==> config.mk <==
export PLATFORM = sky130hd
export DESIGN_NAME = ws2812b_pixel_rx
export DESIGN_NICKNAME = d
export VERILOG_FILES = /design/src/rtl/ws2812b_pkg.sv /design/src/rtl/ws2812b_bit_slicer.sv /design/src/rtl/ws2812b_pixel_rx.sv
export SDC_FILE = /design/constraint.sdc
export NUM_CORES = 1
export LEC_CHECK = 0
export BUFFER_PORTS_ARGS = -buffer_cell sky130_fd_sc_hd__buf_4
export CAP_MARGIN = 20
export CORE_MARGIN = 5
export CORE_UTILIZATION = 40
export CTS_CLUSTER_DIAMETER = 60
export DETAILED_ROUTE_END_ITERATION = 10
export REMOVE_ABC_BUFFERS = 1
export SETUP_SLACK_MARGIN = 0.5
export SKIP_LAST_GASP = 1
export SLEW_MARGIN = 25
export SYNTH_ARGS = -nofsm -noshare
export SYNTH_HDL_FRONTEND = slang
export SYNTH_SLANG_ARGS = --single-unit
==> constraint.sdc <==
create_clock -name clk -period 1.9 [get_ports clk]
set_clock_uncertainty 0.15 [all_clocks]
set_input_delay 0.38 -clock clk [delete_from_list [all_inputs] [get_ports clk]]
set_output_delay 0.38 -clock clk [all_outputs]
set_load 0.02 [all_outputs]
==> src/rtl/ws2812b_pkg.sv <==
`default_nettype none
// ============================================================================
// Package     : ws2812b_pkg
// Description : Shared WS2812B timing constants, receiver state encoding,
//               slicer event bundle and a shift helper. Used by both the
//               ring driver (TX) and the pixel receiver (RX) so that the
//               two sides always agree on bit timing.
// Revision    : 1.0 - initial release
// ============================================================================
package ws2812b_pkg;

    // Bit timing at a 10 MHz clock
    localparam int c_t0h_cyc      = 4;     // '0' high time
    localparam int c_t0l_cyc      = 9;     // '0' low time
    localparam int c_t1h_cyc      = 8;     // '1' high time
    localparam int c_t1l_cyc      = 5;     // '1' low time
    localparam int c_thresh_cyc   = 6;     // high >= this decodes as '1'
    localparam int c_min_high_cyc = 2;     // shorter high is a glitch
    localparam int c_max_high_cyc = 12;    // longer high is a protocol error
    localparam int c_reset_cyc    = 500;   // low time that latches / ends a frame
    localparam int c_pixel_bits   = 24;    // G,R,B x 8

    // Receiver state encoding
    localparam logic [1:0] c_st_rx_own  = 2'd0;
    localparam logic [1:0] c_st_forward = 2'd1;
    localparam logic [1:0] c_st_error   = 2'd2;

    // Per-cycle events produced by the bit slicer
    typedef struct packed {
        logic bit_val;      // decoded value of the bit that just ended
        logic bit_strobe;   // a bit ended this cycle (falling edge of din_s)
        logic glitch;       // the high pulse that just ended was too short
        logic stuck;        // din_s has been high for too long
        logic gap;          // low time just reached the frame-end length
    } slicer_ev_t;

    // Shift one decoded bit into the colour register, MSB first
    function automatic logic [23:0] shift_in_bit(input logic [23:0] cur, input logic b);
        return {cur[22:0], b};
    endfunction

endpackage : ws2812b_pkg
`default_nettype wire

==> src/rtl/ws2812b_bit_slicer.sv <==
`default_nettype none
// ============================================================================
// Module      : ws2812b_bit_slicer
// Description : Synchronises the asynchronous WS2812B line, measures high
//               and low pulse widths and turns them into per-cycle bit,
//               glitch, stuck-high and frame-gap events.
// Revision    : 1.0 - initial release
// ============================================================================
module ws2812b_bit_slicer #(
    parameter int THRESH_CYC   = 6,
    parameter int MIN_HIGH_CYC = 2,
    parameter int MAX_HIGH_CYC = 12,
    parameter int RESET_CYC    = 500
) (
    input  logic clk,
    input  logic res_n,
    input  logic din,
    output logic din_s,
    output logic bit_val,
    output logic bit_strobe,
    output logic glitch,
    output logic stuck,
    output logic gap
);

    localparam int c_hi_w = $clog2(MAX_HIGH_CYC + 2);
    localparam int c_lo_w = $clog2(RESET_CYC + 1);

    localparam logic [c_hi_w-1:0] c_hi_one    = c_hi_w'(1);
    localparam logic [c_hi_w-1:0] c_hi_sat    = c_hi_w'(MAX_HIGH_CYC + 1);
    localparam logic [c_hi_w-1:0] c_hi_thresh = c_hi_w'(THRESH_CYC);
    localparam logic [c_hi_w-1:0] c_hi_min    = c_hi_w'(MIN_HIGH_CYC);
    localparam logic [c_lo_w-1:0] c_lo_one    = c_lo_w'(1);
    localparam logic [c_lo_w-1:0] c_lo_sat    = c_lo_w'(RESET_CYC);
    localparam logic [c_lo_w-1:0] c_lo_gap    = c_lo_w'(RESET_CYC - 1);

    logic              r_sync1;
    logic              r_sync2;
    logic              r_din_d;
    logic [c_hi_w-1:0] r_hi_cnt;
    logic [c_lo_w-1:0] r_lo_cnt;
    logic              w_rise;
    logic              w_fall;

    // Two-flop synchroniser plus a one-cycle delayed copy for edge detection
    always_ff @(posedge clk) begin
        if (!res_n) begin
            r_sync1 <= 1'b0;
            r_sync2 <= 1'b0;
            r_din_d <= 1'b0;
        end else begin
            r_sync1 <= din;
            r_sync2 <= r_sync1;
            r_din_d <= r_sync2;
        end
    end

    assign w_rise = r_sync2 & ~r_din_d;
    assign w_fall = ~r_sync2 & r_din_d;

    // High-time counter: restarts at the rise (the rise cycle counts as the
    // first high cycle), so on the fall it holds the exact high width
    always_ff @(posedge clk) begin
        if (!res_n) begin
            r_hi_cnt <= '0;
        end else if (w_rise) begin
            r_hi_cnt <= c_hi_one;
        end else if (r_sync2 && (r_hi_cnt != c_hi_sat)) begin
            r_hi_cnt <= r_hi_cnt + c_hi_one;
        end
    end

    // Low-time counter: restarts at the fall, saturates at the gap length
    always_ff @(posedge clk) begin
        if (!res_n) begin
            r_lo_cnt <= '0;
        end else if (w_fall) begin
            r_lo_cnt <= c_lo_one;
        end else if (!r_sync2 && (r_lo_cnt != c_lo_sat)) begin
            r_lo_cnt <= r_lo_cnt + c_lo_one;
        end
    end

    // The edge cycles are excluded from stuck/gap because the counter
    // register still holds the width of the previous opposite-level pulse.
    assign din_s      = r_sync2;
    assign bit_strobe = w_fall;
    assign bit_val    = (r_hi_cnt >= c_hi_thresh);
    assign glitch     = w_fall && (r_hi_cnt < c_hi_min);
    assign stuck      = r_sync2 && !w_rise && (r_hi_cnt == c_hi_sat);
    assign gap        = !r_sync2 && !w_fall && (r_lo_cnt == c_lo_gap);

endmodule : ws2812b_bit_slicer
`default_nettype wire

==> src/rtl/ws2812b_pixel_rx.sv <==
`default_nettype none
// ============================================================================
// Module      : ws2812b_pixel_rx
// Description : One WS2812B pixel. Captures the first 24 bits of a frame as
//               a GRB colour and forwards every later bit on dout, delayed
//               by the synchroniser but with its high width untouched.
// Revision    : 1.0 - initial release
// ============================================================================
module ws2812b_pixel_rx
    import ws2812b_pkg::*;
#(
    parameter int THRESH_CYC   = c_thresh_cyc,
    parameter int MIN_HIGH_CYC = c_min_high_cyc,
    parameter int MAX_HIGH_CYC = c_max_high_cyc,
    parameter int RESET_CYC    = c_reset_cyc
) (
    input  logic        clk,
    input  logic        res_n,
    input  logic        din,
    output logic        dout,
    output logic [23:0] pixel_grb,
    output logic        pixel_valid,
    output logic        frame_done,
    output logic        bit_err,
    output logic        busy
);

    localparam logic [4:0] c_last_bit_idx = 5'(c_pixel_bits - 1);

    logic        w_din_s;
    slicer_ev_t  w_ev;
    logic [23:0] w_next_shift;

    logic [1:0]  r_state;
    logic [4:0]  r_bit_idx;
    logic [23:0] r_shift;

    ws2812b_bit_slicer #(
        .THRESH_CYC   (THRESH_CYC),
        .MIN_HIGH_CYC (MIN_HIGH_CYC),
        .MAX_HIGH_CYC (MAX_HIGH_CYC),
        .RESET_CYC    (RESET_CYC)
    ) u_slicer (
        .clk        (clk),
        .res_n      (res_n),
        .din        (din),
        .din_s      (w_din_s),
        .bit_val    (w_ev.bit_val),
        .bit_strobe (w_ev.bit_strobe),
        .glitch     (w_ev.glitch),
        .stuck      (w_ev.stuck),
        .gap        (w_ev.gap)
    );

    assign w_next_shift = shift_in_bit(r_shift, w_ev.bit_val);

    // Frame FSM: capture own pixel, then forward; a gap always resynchronises
    always_ff @(posedge clk) begin
        if (!res_n) begin
            r_state     <= c_st_rx_own;
            r_bit_idx   <= 5'd0;
            r_shift     <= 24'd0;
            pixel_grb   <= 24'd0;
            pixel_valid <= 1'b0;
            frame_done  <= 1'b0;
            bit_err     <= 1'b0;
            dout        <= 1'b0;
        end else begin
            pixel_valid <= 1'b0;
            frame_done  <= 1'b0;
            dout        <= 1'b0;

            if (w_ev.gap) begin
                // A partial pixel is dropped silently; pixel_grb keeps its value
                frame_done <= 1'b1;
                r_state    <= c_st_rx_own;
                r_bit_idx  <= 5'd0;
                bit_err    <= 1'b0;
            end else begin
                case (r_state)
                    c_st_rx_own: begin
                        if (w_ev.glitch || w_ev.stuck) begin
                            r_state <= c_st_error;
                            bit_err <= 1'b1;
                        end else if (w_ev.bit_strobe) begin
                            r_shift <= w_next_shift;
                            if (r_bit_idx == c_last_bit_idx) begin
                                pixel_grb   <= w_next_shift;
                                pixel_valid <= 1'b1;
                                r_bit_idx   <= 5'd0;
                                r_state     <= c_st_forward;
                            end else begin
                                r_bit_idx <= r_bit_idx + 5'd1;
                            end
                        end
                    end
                    c_st_forward: begin
                        if (w_ev.glitch || w_ev.stuck) begin
                            r_state <= c_st_error;
                            bit_err <= 1'b1;
                        end else begin
                            dout <= w_din_s;
                        end
                    end
                    c_st_error: begin
                        // Hold until the next gap
                    end
                    default: begin
                        r_state <= c_st_rx_own;
                    end
                endcase
            end
        end
    end

    assign busy = (r_state != c_st_error) &&
                  ((r_bit_idx != 5'd0) || (r_state == c_st_forward));

endmodule : ws2812b_pixel_rx
`default_nettype wire

* Yosys cells after proc, flatten, opt, wreduce, memory -nomap -nowiden
Cells that the tools add are included.
W data, S select, Z words.
** Storage, ports and cells
- Register bits :: 74
- Input bits :: 3
- Output and inout bits :: 29
- Word-level logic and storage cells :: 82
** Cells by class
- Add/subtract/negate cells :: 3
- Magnitude comparators :: 2
- Eq/ne operators :: 11
- Muxes and demuxes :: 12
- Bitwise logic cells :: 11
- Reductions and logical operators :: 28
** Operator list (number)
- $add A9 B1 Y9 const B :: 1
- $eq A9 B9 Y1 const B :: 1
- $ne A9 B9 Y1 const B :: 1
- $not A1 Y1 :: 9
- $logic_and A1 B1 Y1 :: 8
- $mux W2 :: 4
- $reduce_and A4 Y1 :: 2
- $reduce_or A2 Y1 :: 4
- $mux W1 :: 6
- $pmux W2 S3 :: 1
- $add A5 B1 Y5 const B :: 1
- $eq A5 B5 Y1 const B :: 1
- $mux W5 :: 1
- $reduce_and A5 Y1 :: 1
- $reduce_bool A5 Y1 :: 1
- $reduce_or A5 Y1 :: 1
- $add A4 B1 Y4 const B :: 1
- $eq A4 B4 Y1 const B :: 1
- $ge A4 B3 Y1 const B :: 1
- $lt A4 B2 Y1 const B :: 1
- $ne A2 B2 Y1 const B :: 2
- $ne A4 B4 Y1 const B :: 1
- $reduce_bool A2 Y1 :: 2
- $reduce_or A4 Y1 :: 1
- other kinds (10) :: 14

* Depth between registers and ports, before layout
- Depth in word-level cells :: 8
- Mapped depth :: 7
- Mapped depth without buffers :: 6

* Modules after synthesis
Synthesis repeated with hierarchy kept, for this count alone.
** Unflattened totals
- Cell total of the unflattened synthesis :: 366
- Area, all modules :: 3294.4 sq um
** By module, submodules not included
- ws2812b_pixel_rx :: instances 1, cells an instance 266, area each 2436.1 sq um, sequential area each 1161.1 sq um
- ws2812b_bit_slicer :: instances 1, cells an instance 100, area each 858.3 sq um, sequential area each 320.3 sq um

* Least setup slack after synthesis
No wires, ideal clock.
- Path kind :: reg-to-reg
- Start point :: register r_state[0]
- End point :: register pixel_grb[18]
- Setup time :: 0.128 ns
- Arrival :: 1.775 ns
- Required time :: 1.622 ns
- Setup slack :: -0.153 ns
- Cell stages (with the launch flop) :: 8
- Path buffers :: 3
- Clock period less this slack :: 2.053 ns
- Cell sequence :: dfxtp_1 -> or4b_1 -> buf_2 -> nor4b_4 -> buf_6 -> buf_12 -> mux2i_1 -> nor2_1
** Between the ends
- Longest elaborated chain between the ends :: 2
** RTL lines
- from (decl) :: line ws2812b_pixel_rx.sv:34 : logic [1:0] r_state;
- from (signal assigned) :: line ws2812b_pixel_rx.sv:60 : r_state <= c_st_rx_own;
- from (signal assigned) :: line ws2812b_pixel_rx.sv:76 : r_state <= c_st_rx_own;
- from (signal assigned) :: line ws2812b_pixel_rx.sv:83 : r_state <= c_st_error;
- $logic_not A2 Y1 :: line ws2812b_pixel_rx.sv:80 : case (r_state)
- $reduce_and A5 Y1 (no source line)
- to (signal assigned) :: line ws2812b_pixel_rx.sv:88 : pixel_grb <= w_next_shift;
- to (decl) :: line ws2812b_pixel_rx.sv:21 : output logic [23:0] pixel_grb,
Every way passes these cells.
A chain may end at the register's enable or synchronous reset.

* Final worst setup path
- Start point :: register r_bit_idx[1]
- End point :: output port busy
** Between the ends
- Longest elaborated chain between the ends :: 3
** RTL lines
- from (decl) :: line ws2812b_pixel_rx.sv:35 : logic [4:0] r_bit_idx;
- from (signal assigned) :: line ws2812b_pixel_rx.sv:93 : r_bit_idx <= r_bit_idx + 5'd1;
- $reduce_bool A5 Y1 :: line ws2812b_pixel_rx.sv:117 : ((r_bit_idx != 5'd0) || (r_state == c_st_forward));
- $logic_or A1 B1 Y1 :: line ws2812b_pixel_rx.sv:117
- $logic_and A1 B1 Y1 :: line ws2812b_pixel_rx.sv:116 : assign busy = (r_state != c_st_error) &&
- to (decl) :: line ws2812b_pixel_rx.sv:25 : output logic busy
Every way passes these cells.

==> results summary <==
After detailed routing, the number of vias per cell comes to 4.938. The met2 usage is 0.2630. The clock passes through at most 2 buffers. The met3 demand-to-capacity share in global routing came out at 0.03394.

The final reports fail on setup timing. The final-report hold violation count is 0. The data arrival at the endpoint of the critical path is 1.78 ns. The number of search-and-repair iterations in the first detailed-routing pass came out at 4. The number of rows in the core area is 31. The routed wire length per instance came out at 15.51 µm. The static leakage came out at 1.831 nW. The synthesized design spends more area on one cell type than any other, namely dfxtp_1. Ranked by instance count, the synthesized netlist is headed by dfxtp_1 (74), nand2_1 (57), nor2_1 (41), a21oi_1 (30), mux2i_1 (24). The global-route wire length before repair is 11700 µm. The initial standard-cell utilization of the core is 0.4073. The share of the yosys chip area belonging to registers is 0.5068. The vertical die dimension is 95.48 µm. Summing all placed instances gives a cell area of 3376 µm². The type of the worst setup path is flop to output port.

The power density of the placed cells came out at 670.7 nW/µm². TritonCTS built the clock tree. The later pin in the worst-skew pair is clocked with a latency of 0.35 ns. The number of diodes added for antenna fixing is 0.

The HPWL after detailed placement is 3779 µm. The minimum clock period is 2.314 ns. Yosys attributes the largest share of cell area to dfxtp_1 (51%), mux2i_1 (8.2%), nand2_1 (7.3%), nor2_1 (5.3%), a21oi_1 (5.1%).

The maximum number of pins on one net before global-route repair came out at 32. The worst vdd rail ir drop came out at 0.0004262 V. The die area came out at 9116 µm². The number of register bits inferred by synthesis is 74. The total of max-cap violations came out at 0.

The layout-stage area growth over the synthesis result came out at 57.06%. The number of cells produced by synthesis is 318. After floorplanning, the core was sized to cover 7176 µm². The max-slew violation total from the final report came out at 0.

Dividing the final minimum period by the clock period gives 1.218. The fraction of synthesis flops using an asynchronous set or reset pin came out at 0. The number of flops mapped to enable cells by yosys is 0. The worst setup margin came out at -0.4145 ns.

Clock-pin slew was measured on the worst setup and hold paths at 0.09 ns. The commonest register cell after synthesis is dfxtp_1. The number of nets in the layout is 408. Of the post-synthesis cell area, the dominant cell type holds 0.5068.

The count of input and output buffers is 31. The number of H-tree levels is 3. The number of antenna violations at the first check in global routing is 0. By instance count, the leading cell after synthesis is dfxtp_1.

The via count of the first global-routing pass is 2323. The met1 track demand over resource in global routing came out at 0.2232. The residual DRC count is 0.

The run finished, with violations left. The utilization after layout is 0.6398. In this run the worst path has a maximum fanout of 2. The DRC marker count from the first detailed-route iteration came out at 74. The measured slew at the worst slew-check pin came out at 0.5138 ns. In the global route stage, overall resource usage came out at 0.1697.

The post-layout total power came out at 3.079 mW. In this run the worst hold path is classified as primary input to flop. The area of all placed cells without fillers came out at 4591 µm². The I/O pin count is 32. Static timing analysis puts the maximum clock frequency at 432.1 MHz.

The fill cell instance count of the final layout is 534. The number of clock sinks came out at 74. The remaining number of nets flagged by the antenna check after routing is 0. The layer with the highest usage is met2.

The post-synthesis instance area is 2923 µm². The remaining global-route overflow came out at 0. At the worst endpoint, the required time is 1.37 ns. The remaining max-slew budget at the tightest pin came out at 0.6570. The number of buffers added by the clock tree synthesis step is 9.

The synthesized netlist contains 43 unique library cells. The cell at the root of the clock tree is clkbuf_8. The worst setup path is captured at an output port.

The die width came out at 95.48 µm. STA classifies the critical path startpoint as a flop. The Yosys step of the flow raised 0 warnings.

The share of final-layout standard cells stronger than drive strength 1 came out at 0.5668. The final-report setup violation count is 54. The congestion estimate from routability-driven global placement came to 0.6903. The routed wire length is 7803 µm.

For this block, the via count after detailed routing is 2484. Setup repair after global routing could not meet its margin everywhere. In this run the mean area of a mapped cell was 9.191 µm².
[worst max-delay path, stage by stage, from the launching register on]
cell and delay [ns]:
dfxtp_2 0.34, inv_2 0.07, ha_4 0.12, or4b_4 0.45, maj3_2 0.32, buf_6 0.13
[area by class of cell]
class,instances,area [µm²],share of cell area
sequential,74,1533,0.3339
inverter,8,30.03,0.006541
multi-input combinational,221,1765,0.3846
tap,99,123.9,0.02698
timing repair buffer,85,929.6,0.2025
clock inverter,7,85.08,0.01853
clock buffer,9,123.9,0.02698
[cell usage in the layout (no fill, tap or decap), types with 3 or more instances in the layout]
cell type,Yosys,final
buf_4,0,46
nor2_1,41,40
dfxtp_1,74,39
dfxtp_2,0,32
nand2_1,57,27
buf_6,1,26
a21oi_2,0,23
mux2i_1,24,23
nand2_4,0,17
nand2_2,0,13
clkbuf_8,0,9
a21oi_1,30,7
inv_2,2,6
nand3_1,7,6
nor3_2,0,6
buf_16,0,6
xnor2_1,5,5
buf_12,2,5
xor2_1,5,4
ha_4,0,4
dfxtp_4,0,3
[per-stage QoR]
step                setup TNS (ns)  cells  setup slack (ns)  hold slack, ns
floorplan                   -31.39    303            -1.129          0.2618
global placement            -1.870    454          -0.09101          0.2726
detailed placement          -2.706    454           -0.1371          0.2892
CTS                         -4.475    495           -0.3839         0.07392
global route                -11.69    503           -0.4651         0.08531
finish                      -8.991    503           -0.4145         0.08737
[per-layer routing]
metal / share of wire / wire length (µm) / up-vias
met5: 0 / 0 / -
li1: - / - / 1238
met1: 0.45 / 3505 / 1199
met2: 0.50 / 3938 / 34
met3: 0.025 / 192 / 13
met4: 0.021 / 166 / 0
[flip-flops by register name, summed over array words and instances, names as in the netlist]
name and flops:
r_state 2, dout 1, frame_done 1, u_slicer.r_lo_cnt 9, r_bit_idx 5, u_slicer.r_sync1 1, u_slicer.r_hi_cnt 4, u_slicer.din_s 1
u_slicer.r_din_d 1, pixel_grb 24, bit_err 1, r_shift 23, pixel_valid 1
[where the power goes]
group | total (mW) | switching, mW | leakage [nW] | internal [mW]
registers | 1.58 | 0.0177 | 0.616 | 1.56
clock network | 1.31 | 0.677 | 0.100 | 0.634
logic | 0.188 | 0.100 | 1.11 | 0.0879
[cells by family (layout without fill, tap and decap cells)]
group | count (synthesis) | count (layout) | synth area share
fa+ha+maj | 7 | 7 | 0.02911
flops | 74 | 74 | 0.5068
buf+inv | 23 | 109 | 0.04409
compound gates | 40 | 40 | 0.07662
simple gates | 139 | 139 | 0.2273
mux | 25 | 25 | 0.08604
xor+xnor | 10 | 10 | 0.02996
[timing repair]
item | 4_1_cts | 5_1_grt
hold buffers | 0 | 0
setup buffers | 17 | 8
cloned | 8 | 0
gates resized for setup | 81 | 111
pin swaps | 36 | 45
setup endpoints to repair | 75 | 88
[final timing paths]
| check | cells past startpoint | slack, ns | to | start |
|---|---|---|---|---|
| hold / removal | 2 | 0.09 | u_slicer.r_sync1$_SDFF_PN0_ | din |
| hold reg to reg | 1 | 0.32 | u_slicer.din_s$_SDFF_PN0_ | u_slicer.r_sync1$_SDFF_PN0_ |
| setup / recovery | 5 | -0.41 | busy | r_bit_idx[1]$_SDFFE_PP0P_ |
| setup reg to reg | 6 | -0.22 | pixel_grb[4]$_SDFFE_PN0P_ | r_state[0]$_SDFFE_PP0P_ |
No activity file was read; power rests on OpenSTA's default activity.
